$ cat config.mk
export PLATFORM = sky130hd
export DESIGN_NAME = interval_timer
export DESIGN_NICKNAME = d
export VERILOG_FILES = /design/src/rtl/tlc_pkg.sv /design/src/rtl/tick_gen.sv /design/src/rtl/interval_timer.sv
export SDC_FILE = /design/constraint.sdc
export NUM_CORES = 1
export LEC_CHECK = 0
export CAP_MARGIN = 20
export CORE_ASPECT_RATIO = 1.25
export CORE_MARGIN = 2
export CORE_UTILIZATION = 56
export CTS_BUF_LIST = sky130_fd_sc_hd__clkbuf_16
export DETAILED_ROUTE_END_ITERATION = 10
export PLACE_DENSITY = 0.78
export RECOVER_POWER = 100
export SETUP_SLACK_MARGIN = 0.02
export SKIP_CTS_REPAIR_TIMING = 1
export SYNTH_ARGS = -nofsm -noshare
export SYNTH_HDL_FRONTEND = slang
export SYNTH_SLANG_ARGS = --single-unit
$ cat constraint.sdc
create_clock -name clk -period 2.3 [get_ports clk]
set_input_delay 0.46 -clock clk [delete_from_list [all_inputs] [get_ports clk]]
set_output_delay 0.46 -clock clk [all_outputs]
set_load 0.005 [all_outputs]
$ cat src/rtl/tlc_pkg.sv
// Shared definitions for the traffic-light controller slice: timer state
// encoding and default sizing for the interval timer.
package tlc_pkg;

   typedef enum logic [1:0] {
      IDLE  = 2'd0,
      LOAD  = 2'd1,
      COUNT = 2'd2,
      DONE  = 2'd3
   } timer_state_t;

   // 1 MHz system clock gives one tick per second
   localparam int DEFAULT_TICK_DIV = 1000000;
   localparam int VAL_W            = 4;

endpackage : tlc_pkg

$ cat src/rtl/tick_gen.sv
// Seconds prescaler: counts enabled cycles 0..TICK_DIV-1 and flags the last
// one with a single-cycle tick. A synchronous clear restarts the count.
module tick_gen
   import tlc_pkg::*;
#(
   parameter int TICK_DIV = DEFAULT_TICK_DIV
) (
   input  logic clk,
   input  logic rst_n,
   input  logic clear,
   input  logic enable,
   output logic tick
);

   localparam int CNT_W = (TICK_DIV > 1) ? $clog2(TICK_DIV) : 1;
   localparam logic [CNT_W-1:0] LAST = CNT_W'(TICK_DIV - 1);

   logic [CNT_W-1:0] count;

   always_ff @(posedge clk or negedge rst_n) begin
      if (!rst_n) begin
         count <= '0;
      end else if (clear) begin
         count <= '0;
      end else if (enable) begin
         count <= (count == LAST) ? '0 : count + 1'b1;
      end
   end

   assign tick = enable && (count == LAST);

endmodule : tick_gen

$ cat src/rtl/interval_timer.sv
// Countdown timer for the traffic-light controller: loads the interval in
// seconds one cycle after start_timer and pulses expired when it runs out.
module interval_timer
   import tlc_pkg::*;
#(
   parameter int TICK_DIV = DEFAULT_TICK_DIV,
   parameter int VAL_W    = tlc_pkg::VAL_W
) (
   input  logic             clk,
   input  logic             rst_n,
   input  logic             start_timer,
   input  logic             abort,
   input  logic [VAL_W-1:0] value,
   output logic             expired,
   output logic             busy,
   output logic [VAL_W-1:0] remaining
);

   timer_state_t state_q;
   timer_state_t state_d;
   logic         tick;
   logic         presc_clear;
   logic         presc_enable;

   // The prescaler only runs in COUNT, so every interval starts on a fresh second
   assign presc_enable = (state_q == COUNT);
   assign presc_clear  = abort || start_timer || (state_q != COUNT);

   tick_gen #(
      .TICK_DIV (TICK_DIV)
   ) u_tick_gen (
      .clk    (clk),
      .rst_n  (rst_n),
      .clear  (presc_clear),
      .enable (presc_enable),
      .tick   (tick)
   );

   always_ff @(posedge clk or negedge rst_n) begin
      if (!rst_n) begin
         state_q <= IDLE;
      end else begin
         state_q <= state_d;
      end
   end

   always_comb begin
      state_d = state_q;
      if (abort) begin
         state_d = IDLE;
      end else if (start_timer) begin
         state_d = LOAD;
      end else begin
         unique case (state_q)
            IDLE:    state_d = IDLE;
            LOAD:    state_d = (value == '0) ? DONE : COUNT;
            COUNT:   state_d = (tick && (remaining == VAL_W'(1))) ? DONE : COUNT;
            DONE:    state_d = IDLE;
            default: state_d = IDLE;
         endcase
      end
   end

   // value is sampled in LOAD because the parameter stage updates it on the start edge
   always_ff @(posedge clk or negedge rst_n) begin
      if (!rst_n) begin
         remaining <= '0;
      end else if (!abort && !start_timer) begin
         if (state_q == LOAD) begin
            remaining <= value;
         end else if ((state_q == COUNT) && tick && (remaining != '0)) begin
            remaining <= remaining - 1'b1;
         end
      end
   end

   assign expired = (state_q == DONE);
   assign busy    = (state_q == LOAD) || (state_q == COUNT);

endmodule : interval_timer
======== Word-level counts from Yosys, hierarchy flattened ========
Index checks and enable logic that the tools add are counted.
storage, ports and cells
  flip-flop bits (word level) ............. 26
  logic and storage cells ................. 38
operators by class
  $add $sub $neg .......................... 2
  equal/unequal tests ..................... 6
  multiplexer cells ....................... 10
  reductions and logical operators ........ 17
operators with widths
  operator                                                             count
  20-bit 2-to-1 mux                                                    3
  20-bit by 1-bit adder with 20-bit output (second input constant)     1
  20-bit == test (second input constant)                               1
  4-bit 2-to-1 mux                                                     2
  2-bit one-hot mux with 3 select lines                                1
  1-bit logical AND                                                    5
  2-bit == test (second input constant)                                2
  4-bit by 1-bit == test with 1-bit output (second input constant)     1
  4-bit zero test                                                      1
  2-bit 2-to-1 mux                                                     2
  2-bit nonzero test                                                   2
  4-bit nonzero test                                                   1
  4-bit by 1-bit subtractor with 4-bit output (second input constant)  1
  1-bit logical OR                                                     3
  2-bit by 1-bit == test with 1-bit output (second input constant)     1
  1-bit zero test                                                      2
  2-bit zero test                                                      1
  1-bit 2-to-1 mux                                                     2
  2-bit inequality test (second input constant)                        1
  2-bit AND reduction                                                  1
  2-bit OR reduction                                                   1

======== Logic depth before layout (Yosys ltp) ========
  word-level depth ........................ 7
  gate-level depth with buffers ........... 8
  depth with buffers taken out ............ 6

======== Modules after synthesis ========
From an unflattened synthesis, not the netlist that was laid out.
second synthesis, totals
  cell total of the unflattened synthesis .. 195
  area total of the unflattened synthesis .. 1,714.1 um2
by module, submodules not included
  module          instances  cells each  area each (um2)  sequential area each (um2)
  tick_gen        1          136         1,202.4          500.5
  interval_timer  1          59          511.7            150.1

======== Worst setup path after synthesis ========
OpenSTA, ideal clock, no wires.
  path kind ............................... register to register
  start point ............................. register u_tick_gen.count[0]
  end point ............................... register u_tick_gen.count[10]
  arrival time ............................ 1.636 ns
  setup slack ............................. 0.593 ns
  cell stages (with the launch flop) ...... 9
  buffers on the path ..................... 3
  period minus slack after synthesis ...... 1.707 ns
  cell sequence ........................... dfrtp_1 ha_1 and2_1 and4_1 clkbuf_1 a21o_1 buf_6 buf_8 nor2_1
on the way
  word-level cells in the longest chain between the ends .. 4
RTL lines
  element                                                                     RTL line        source
  start: declaration                                                          tick_gen.sv:18  logic [CNT_W-1:0] count;
  start signal: assignment                                                    tick_gen.sv:26  count <= (count == LAST) ? '0 : count + 1'b1;
  20-bit by 1-bit adder with 20-bit output or 20-bit == test (tied branches)  tick_gen.sv:26
  20-bit 2-to-1 mux (*)                                                       tick_gen.sv:26
  20-bit 2-to-1 mux (*)                                                       tick_gen.sv:25  end else if (enable) begin
  20-bit 2-to-1 mux (*)                                                       tick_gen.sv:23  end else if (clear) begin
Mark *: on every way between the ends. The rest lies on a longest branch, timed or not. The select of a mux whose other input is x is not followed.
A chain may end at the register's enable or synchronous reset.

======== Worst setup path after layout ========
  start point ............................. register state_q[0]
  end point ............................... output port busy
on the way
  word-level cells in the longest chain between the ends .. 2
RTL lines
  element                                                                    RTL line              source
  start: declaration                                                         interval_timer.sv:19  timer_state_t state_q;
  start signal: assignment                                                   interval_timer.sv:43  state_q <= state_d;
  2-bit by 1-bit == test with 1-bit output or 2-bit == test (tied branches)  interval_timer.sv:78  assign busy = (state_q == LOAD) || (state_q == COUNT);
  1-bit logical OR (*)                                                       interval_timer.sv:78
  end: declaration                                                           interval_timer.sv:15  output logic busy,
Mark *: on every way between the ends. The rest lies on a longest branch, timed or not.

==> results.ini <==
[clock_network]
cts-root-buf=clkbuf_16
htreeDepth=1
max-clock-path-buffers=2
cts_tree=done
clk-insertion-delay-late_ns=0.26
cts.sink_count=26
clkTransAtPathRegs_ns=0.07
numCtsBuffers=3

[job]
max_cap_viol_count=0

[timing]
finClkSkew_ns=0.00210
worst_slack_ns=0.205
hold_violations=0
period_share=0.911
fin_crit_ns=2.09
worst_slew_pin_slew_ns=1.39
slew_headroom=0.0714
finalMaxSlewViolations=0
max_freq_mhz=477
hold_slack_ns=0.506
setup_violations=0
fin_tns_setup_ns=0
rsz0062_at_grt=false

[critical_path]
crit_path_end_kind=output port
critPathArrivalTime_ns=1.63
worstRegToRegCells=6
required_ns=1.84
path_cells=inv_1 > ha_1 > inv_1 > dlygate4sd3_1
worst_path_max_delay_cell=dlygate4sd3_1
crit_cells=4
crit_family=buffers and inverters
critPathLaunchType=flop
worst-path-buf-inv=3
crit_top_cell=inv_1
crit_type=flop to output port
critical_path.max_stage_delay_ns=0.56
path_max_fanout=3

[floorplanning]
start_util=0.587
dieArea_um2=3220
ioPinCount=14
core_area_um2=2650
die_w_um=51.2
rows=21
die_height_um=63.0

[yosys]
synth_largest_area_cell=dfrtp_1
syn_nets=174
synth_top_flop_cell=dfrtp_1
ys_ff_latch=26
syn_area_per_cell_um2=9.74
postSynthCellCount=160
async_reset_ff_frac=1.00
synth_top_area_frac=0.417
yosys_warnings=0
ys_top_cells_by_area=dfrtp_1, xor2_1, ha_1
synth.cell_area_um2=1560
synth_edf_count=0
synth.distinct_cells=42
synth_seq_area_share=0.417

[placed_design]
hpwlAfterDp_mm=2.36
gp_congestion=0.829
io_buffers=13
pre_cts_slack_ns=0.280
place_area_um2=1720

[cells_and_area]
num-fill-cells=216
final_cell_mix=dfrtp_1, nor2_1, inv_1, nand3_1
area_growth_pct=16.1
final_area_um2=1810
final_nets=191
antenna_cells=0
regArea_um2=651
layout-drive-gt1-share=0.0795
multi_input_area_um2=815
mostFrequentLayoutCell=dfrtp_1

[route]
wl_mm=3.38
drt-initial-drc-count=28
avgViaCountPerCell=6.18
drc_errors=0
final_antenna_net_count=0
vias=1297
route.detailed.wl_per_inst_um=16.1
first_pass_iters=4

[status]
status=completed

[pwr]
power_density_nw_per_um2=581
p_total_mw=1.05
irDropWorstVdd_mv=0.488
p_leak_nw=0.739

[global_route]
antenna_found_initial=0
grt-ovfl-total=0
track_usage=0.242
grt_pass1_wl_mm=5.98
grt_pass1_vias=1274
grt_max_degree=27

[worst_hold_path]
hold_path.class=flop to flop
hold_depth=1

==> registers in the layout, summed over array words and instances, names as in the netlist <==
register          count
state_q               2
remaining             4
u_tick_gen.count     20
==> power by group <==
part	total, mW	internal, mW	switching [mW]
clock	0.507	0.346	0.161
sequential	0.470	0.463	0.00734
combinational	0.0746	0.0362	0.0384
==> path summary, 6_finish.rpt <==
kind / startpoint / end / slack (ns)
hold reg to reg: u_tick_gen.count[0] / u_tick_gen.count[0] / 0.51
hold / removal: u_tick_gen.count[0] / u_tick_gen.count[0] / 0.51
setup / recovery: state_q[0] / busy / 0.21
setup reg to reg: u_tick_gen.count[0] / u_tick_gen.count[13] / 0.35
max in group asynchronous: rst_n / u_tick_gen.count[8] / 0.51
min in group asynchronous: rst_n / u_tick_gen.count[15] / 0.97
==> worst reg2reg max path, stage by stage (launching register included) <==
cell and delay, ns:
dfrtp_1 0.40, ha_1 0.22, and2_0 0.29, and4_1 0.45, a21o_1 0.17, buf_4 0.23
a21oi_1 0.08
==> final cells by class <==
class,count,share of cell area
well taps,34,0.0235
clock inverters,1,0.0166
flip-flops and latches,26,0.359
clock buffers,3,0.0415
multi-input cells,118,0.450
inverters,10,0.0207
repair buffers,18,0.0885
==> per-stage QoR <==
stage,instances,util
floorplan,160,-
global placement,206,0.647
detailed placement,206,0.647
CTS,210,0.686
global route,210,0.682
finish,210,0.682
==> metal layers <==
layer | part of all wire | vias to the layer above | global-route usage
met5 | 0 | - | 0
met4 | 0.017 | 0 | 0.0743
met3 | 0.025 | 6 | 0.0455
met2 | 0.53 | 21 | 0.427
met1 | 0.43 | 652 | 0.291
li1 | - | 618 | -
==> logic make-up (layout without fill, tap and decap cells) <==
kind of cell | after synthesis | count (layout) | share of synthesized area
and+or+nand+nor | 73 | 73 | 0.300
xor gates and xnor gates | 10 | 10 | 0.0562
adders and majority gates | 6 | 6 | 0.0482
buffers and inverters | 16 | 32 | 0.0578
DFF | 26 | 26 | 0.417
AOI/OAI and AO/OA | 29 | 29 | 0.120
==> cells in the mapped netlist, types with 2 or more instances <==
cell and instances:
a21oi_1 9, a311oi_1 2, and2_1 3, and3_1 4, and4_1 3, buf_6 2
clkbuf_1 2, dfrtp_1 26, ha_1 6, inv_1 10, nand2_1 5, nand3_1 10
nand3b_1 3, nand4_1 7, nor2_1 14, nor3_1 4, nor3b_1 3, o21a_1 2
o21ai_0 6, o31ai_1 4, or3_1 3, or4_1 4, xor2_1 9
Note: power is estimated with default switching activity, not from simulation.
==> RTL edit 1 (same settings) <==
Register the outputs `expired` and `busy`, with the module's reset; this adds one clock of latency there. The other outputs are not delayed to match. Comments in the files are not updated.
--- a/src/rtl/interval_timer.sv
+++ b/src/rtl/interval_timer.sv
@@ -74,7 +74,14 @@
       end
    end
 
-   assign expired = (state_q == DONE);
-   assign busy    = (state_q == LOAD) || (state_q == COUNT);
+   always_ff @(posedge clk or negedge rst_n) begin
+      if (!rst_n) begin
+         expired <= '0;
+         busy    <= '0;
+      end else begin
+         expired <= (state_q == DONE);
+         busy    <= (state_q == LOAD) || (state_q == COUNT);
+      end
+   end
 
 endmodule : interval_timer
Check against the original RTL: not equivalent (Yosys sat finds a counterexample within 4 cycles, from zero or initial values and one cycle with rst_n low).
==> RTL edit 1 against the original RTL <==
Setup slack improved by 160 ps; sequential cell count rose by 2; global-route usage fell by 2.8 points; die area rose by 2.2%; routed wire length fell by 6.3%; sequential power rose by 8.1%; critical path depth rose by 1; non-clock buffer count fell by 1; final area rose by 1.7%; count of clock-buffer cells in the layout did not move; total power fell by 6.9%; synthesized area rose by 2.4%; largest power group is now sequential cells.
==> RTL edit 1: results (changes against the original RTL) <==
metric	value	unit	change
status	finished, final reports clean		
initialDrtViolationCount	34		+21%
antenna_found_initial	0		unchanged
drive_gt1_frac	0.0778		-0.00177
hold_ws	522	ps	+16.3 ps
drc	0		unchanged
synth_fp_nets	177		+1.7%
synth_warnings	0		unchanged
num_vias	1285		-0.93%
synth_common_cells	28 x dfrtp_1, 18 x nor2_1, 10 x inv_1, 9 x nand4_1		
n_fill_cell	218		+0.93%
clock_latency	260	ps	about the same
hpwlAfterDp	2240	microns	-5.3%
ctsRootBufferMaster	clkbuf_16		
p_sw_frac	0.214		+0.0175
reg_top3	u_tick_gen.count (20), remaining (4), state_q (2)		
r2r_cells	5		-1
timing.rr.start	u_tick_gen.count[8]		
grt.total_usage	0.214		-0.0279
r2r_end	u_tick_gen.count[5]		
ys_types	42		unchanged
layout.nets	195		+2.1%
arrival	2070	ps	+440 ps
htree_levels	1		unchanged
routabilityCongestion	0.829		about the same
cts_inserted_buffers	3		unchanged
grt_pass1_wl	5430	microns	-9.2%
min_delay_path_depth	1		unchanged
worstMarginPinSlew	693	ps	-700 ps
vdd.ir_drop.worst	0.397	mV	-19%
drt_pass1_iterations	4		unchanged
wl_per_cell	14.8	microns	-8.1%
clkTransAtPathRegs	70	ps	about the same
portBuffers	13		unchanged
num_antenna_cells	0		unchanged
leakagePower	0.734	nW	-0.76%
r2r_slack	370	ps	+20 ps
worstPathMaxFanout	19		+16
synth_area_leaders	dfrtp_1 44%, ha_1 4.7%, nor2_1 4.2%		
finalClockSkew	2.32	ps	+0.216 ps
cts_buffer_depth	2		unchanged
yosysSeqAreaShare	0.439		+0.0215
ys_async_sr_fraction	1.00		unchanged
grt_max_degree	29		+7.4%
## RTL edit 1: routing by layer
layer / routed length (microns) / track usage
met5: 0 / 0
met4: 19 / 0.0757
met3: 98 / 0.0237
met2: 1610 / 0.378
met1: 1430 / 0.263
## RTL edit 1: worst max path at each step
stage,startpoint,end,cells past startpoint
after floorplan,u_tick_gen.count[8],u_tick_gen.count[11],6
after global placement,start_timer,remaining[3],5
after detailed placement,start_timer,remaining[0],5
after CTS,u_tick_gen.count[0],u_tick_gen.count[18],5
after global routing,u_tick_gen.count[11],u_tick_gen.count[3],5
final,u_tick_gen.count[8],u_tick_gen.count[5],5
## RTL edit 1: kinds of logic after synthesis
logic type | after synthesis | synth area share
and+or+nand+nor | 78 | 0.308
DFF | 28 | 0.439
AOI/OAI and AO/OA | 26 | 0.103
buffers and inverters | 14 | 0.0431
xor gates and xnor gates | 11 | 0.0603
adders and majority gates | 6 | 0.0470
## RTL edit 1: critical path, cell delays in order (launching register included)
cell      delay [ps]
dfrtp_1          430
or4b_4           590
nor4_4           190
a21o_1           150
clkbuf_2         340
nor2_1           100
## RTL edit 1: cell type report
| class | count | area (sq um) | area share |
|---|---|---|---|
| Inverter | 10 | 37.5 | 0.0204 |
| Tap cell | 34 | 42.5 | 0.0231 |
| Timing Repair Buffer | 17 | 155 | 0.0842 |
| Sequential cell | 28 | 701 | 0.380 |
| Clock buffer | 3 | 75.1 | 0.0408 |
| Multi-Input combinational cell | 121 | 827 | 0.449 |
| Clock inverter | 1 | 3.75 | 0.00204 |
## RTL edit 1: stage by stage
| step | utilization | cell area (sq um) | setup WS (ps) | power [mW] | cells |
|---|---|---|---|---|---|
| 6_report | 0.681 | 1840 | 366 | 0.980 | 214 |
| 5_1_grt | 0.681 | 1840 | 204 | 1.01 | 214 |
| 4_1_cts | 0.682 | 1850 | 467 | 0.987 | 214 |
| 3_5_place_dp | 0.653 | 1770 | 278 | 0.598 | 210 |
| 3_3_place_gp | 0.653 | 1770 | 365 | 0.595 | 210 |
| 2_1_floorplan | - | 1600 | 613 | 0.550 | 163 |
## RTL edit 1: power by group through the flow
stage | logic (mW) | clock network [mW] | registers [mW]
final | 0.0761 | 0.395 | 0.508
after global routing | 0.0860 | 0.418 | 0.509
after CTS | 0.0808 | 0.397 | 0.508
after detailed placement | 0.0802 | 0 | 0.518
after global placement | 0.0782 | 0 | 0.517
after floorplan | 0.0333 | 0 | 0.517
==> RTL edit 2 (same flow settings) <==
Made on the original files. The package constant `VAL_W` goes from 4 to 6.
--- a/src/rtl/tlc_pkg.sv
+++ b/src/rtl/tlc_pkg.sv
@@ -11,7 +11,7 @@
 
    // 1 MHz system clock gives one tick per second
    localparam int DEFAULT_TICK_DIV = 1000000;
-   localparam int VAL_W            = 4;
+   localparam int VAL_W            = 6;
 
 endpackage : tlc_pkg
 
Interface: changed (resized remaining and value); port bits go from 14 to 18. No check against the original RTL was run, so the function may have changed too.
==> RTL edit 2 against the original RTL <==
Die area rose by 2.9%; synthesized area rose by 3.1%; sequential cell count rose by 2; routed wire length fell by 4.2%; setup slack improved by 43 ps; highest routed layer unchanged; total power fell by 4.6%; fmax rose by 2.1%; final area rose by 3.9%.
==> RTL edit 2: results (changes against the original RTL) <==
metric	value	unit	change
fmax	0.487	GHz	+2.1%
synthAdderAreaFrac	0.0545		+0.00632
placed_area	1820	sq um	+6.0%
avgViaCountPerCell	5.76		-6.8%
clk_share	0.0399		-0.0181
grt_max_degree	29		+7.4%
synth_fp_nets	190		+9.2%
synth_mux_area_frac	0.00623		+0.00623
area_growth	17.0	%	
syn_area_per_cell	9.29	sq um	-4.6%
leakagePower	0.769	nW	+4.0%
num-multi-input-gates	132		+12%
p_switching	216	uW	+4.5%
grt.total_usage	0.224		-0.0178
grt_pass1_wl	5710	microns	-4.6%
synth_area_leaders	dfrtp_1 44%, nor2_1 7.2%, xor2_1 6.0%		
ys_types	38		-9.5%
multiInputGateArea	845	sq um	+3.7%
initialDrtViolationCount	40		+43%
portBuffers	17		+4
nonClkBufAreaFrac	0.0998		+0.0113
arrival	1590	ps	-40 ps
regArea	701	sq um	+7.7%
r2r_end	u_tick_gen.count[15]		
worstMarginPinSlew	686	ps	-707 ps
synth.most_common_cell	nor2_1		
met3_usage	0.0350		-0.0104
vdd.ir_drop.worst	0.390	mV	-20%
routed_wl	3230	microns	-4.2%
synthXorXnorAreaFrac	0.0981		+0.0419
status	finished, final reports clean		
synth_compound_area_frac	0.0568		-0.0636
grt.met1_usage	0.269		-0.0218
routabilityCongestion	0.880		+6.1%
placedCellCount	222		+7.8%
num-nonclk-inverters	8		-2
RTL edit 2: cell count changes after synthesis, sizes merged, moves of 3 or more:
cell,before,now
o21ai,6,1
or4,5,2
nand3b,3,0
nand3,11,15
nor2,15,31
xnor2,1,7
nor3b,3,0
a21oi,9,5
nor4,0,4
nand2,5,9
o31ai,4,0
RTL edit 2: power groups by stage:
stage	Combinational [mW]	Sequential [mW]	Clock (mW)
2_1_floorplan	0.0420	0.531	0
3_3_place_gp	0.108	0.531	0
3_5_place_dp	0.110	0.532	0
4_1_cts	0.111	0.523	0.389
5_1_grt	0.116	0.525	0.415
6_report	0.103	0.524	0.377
RTL edit 2: per-layer routing:
metal	share of wire	wire length (microns)	vias up
li1	-	-	643
met2	0.52	1700	35
met5	0	0	-
met3	0.030	98	6
met1	0.42	1370	611
met4	0.021	67	0
RTL edit 2: worst max-delay path: stages, from the launching register on:
cell and delay [ps]:
dfrtp_1 380, inv_1 50, ha_1 300, inv_1 50, dlygate4sd3_1 550
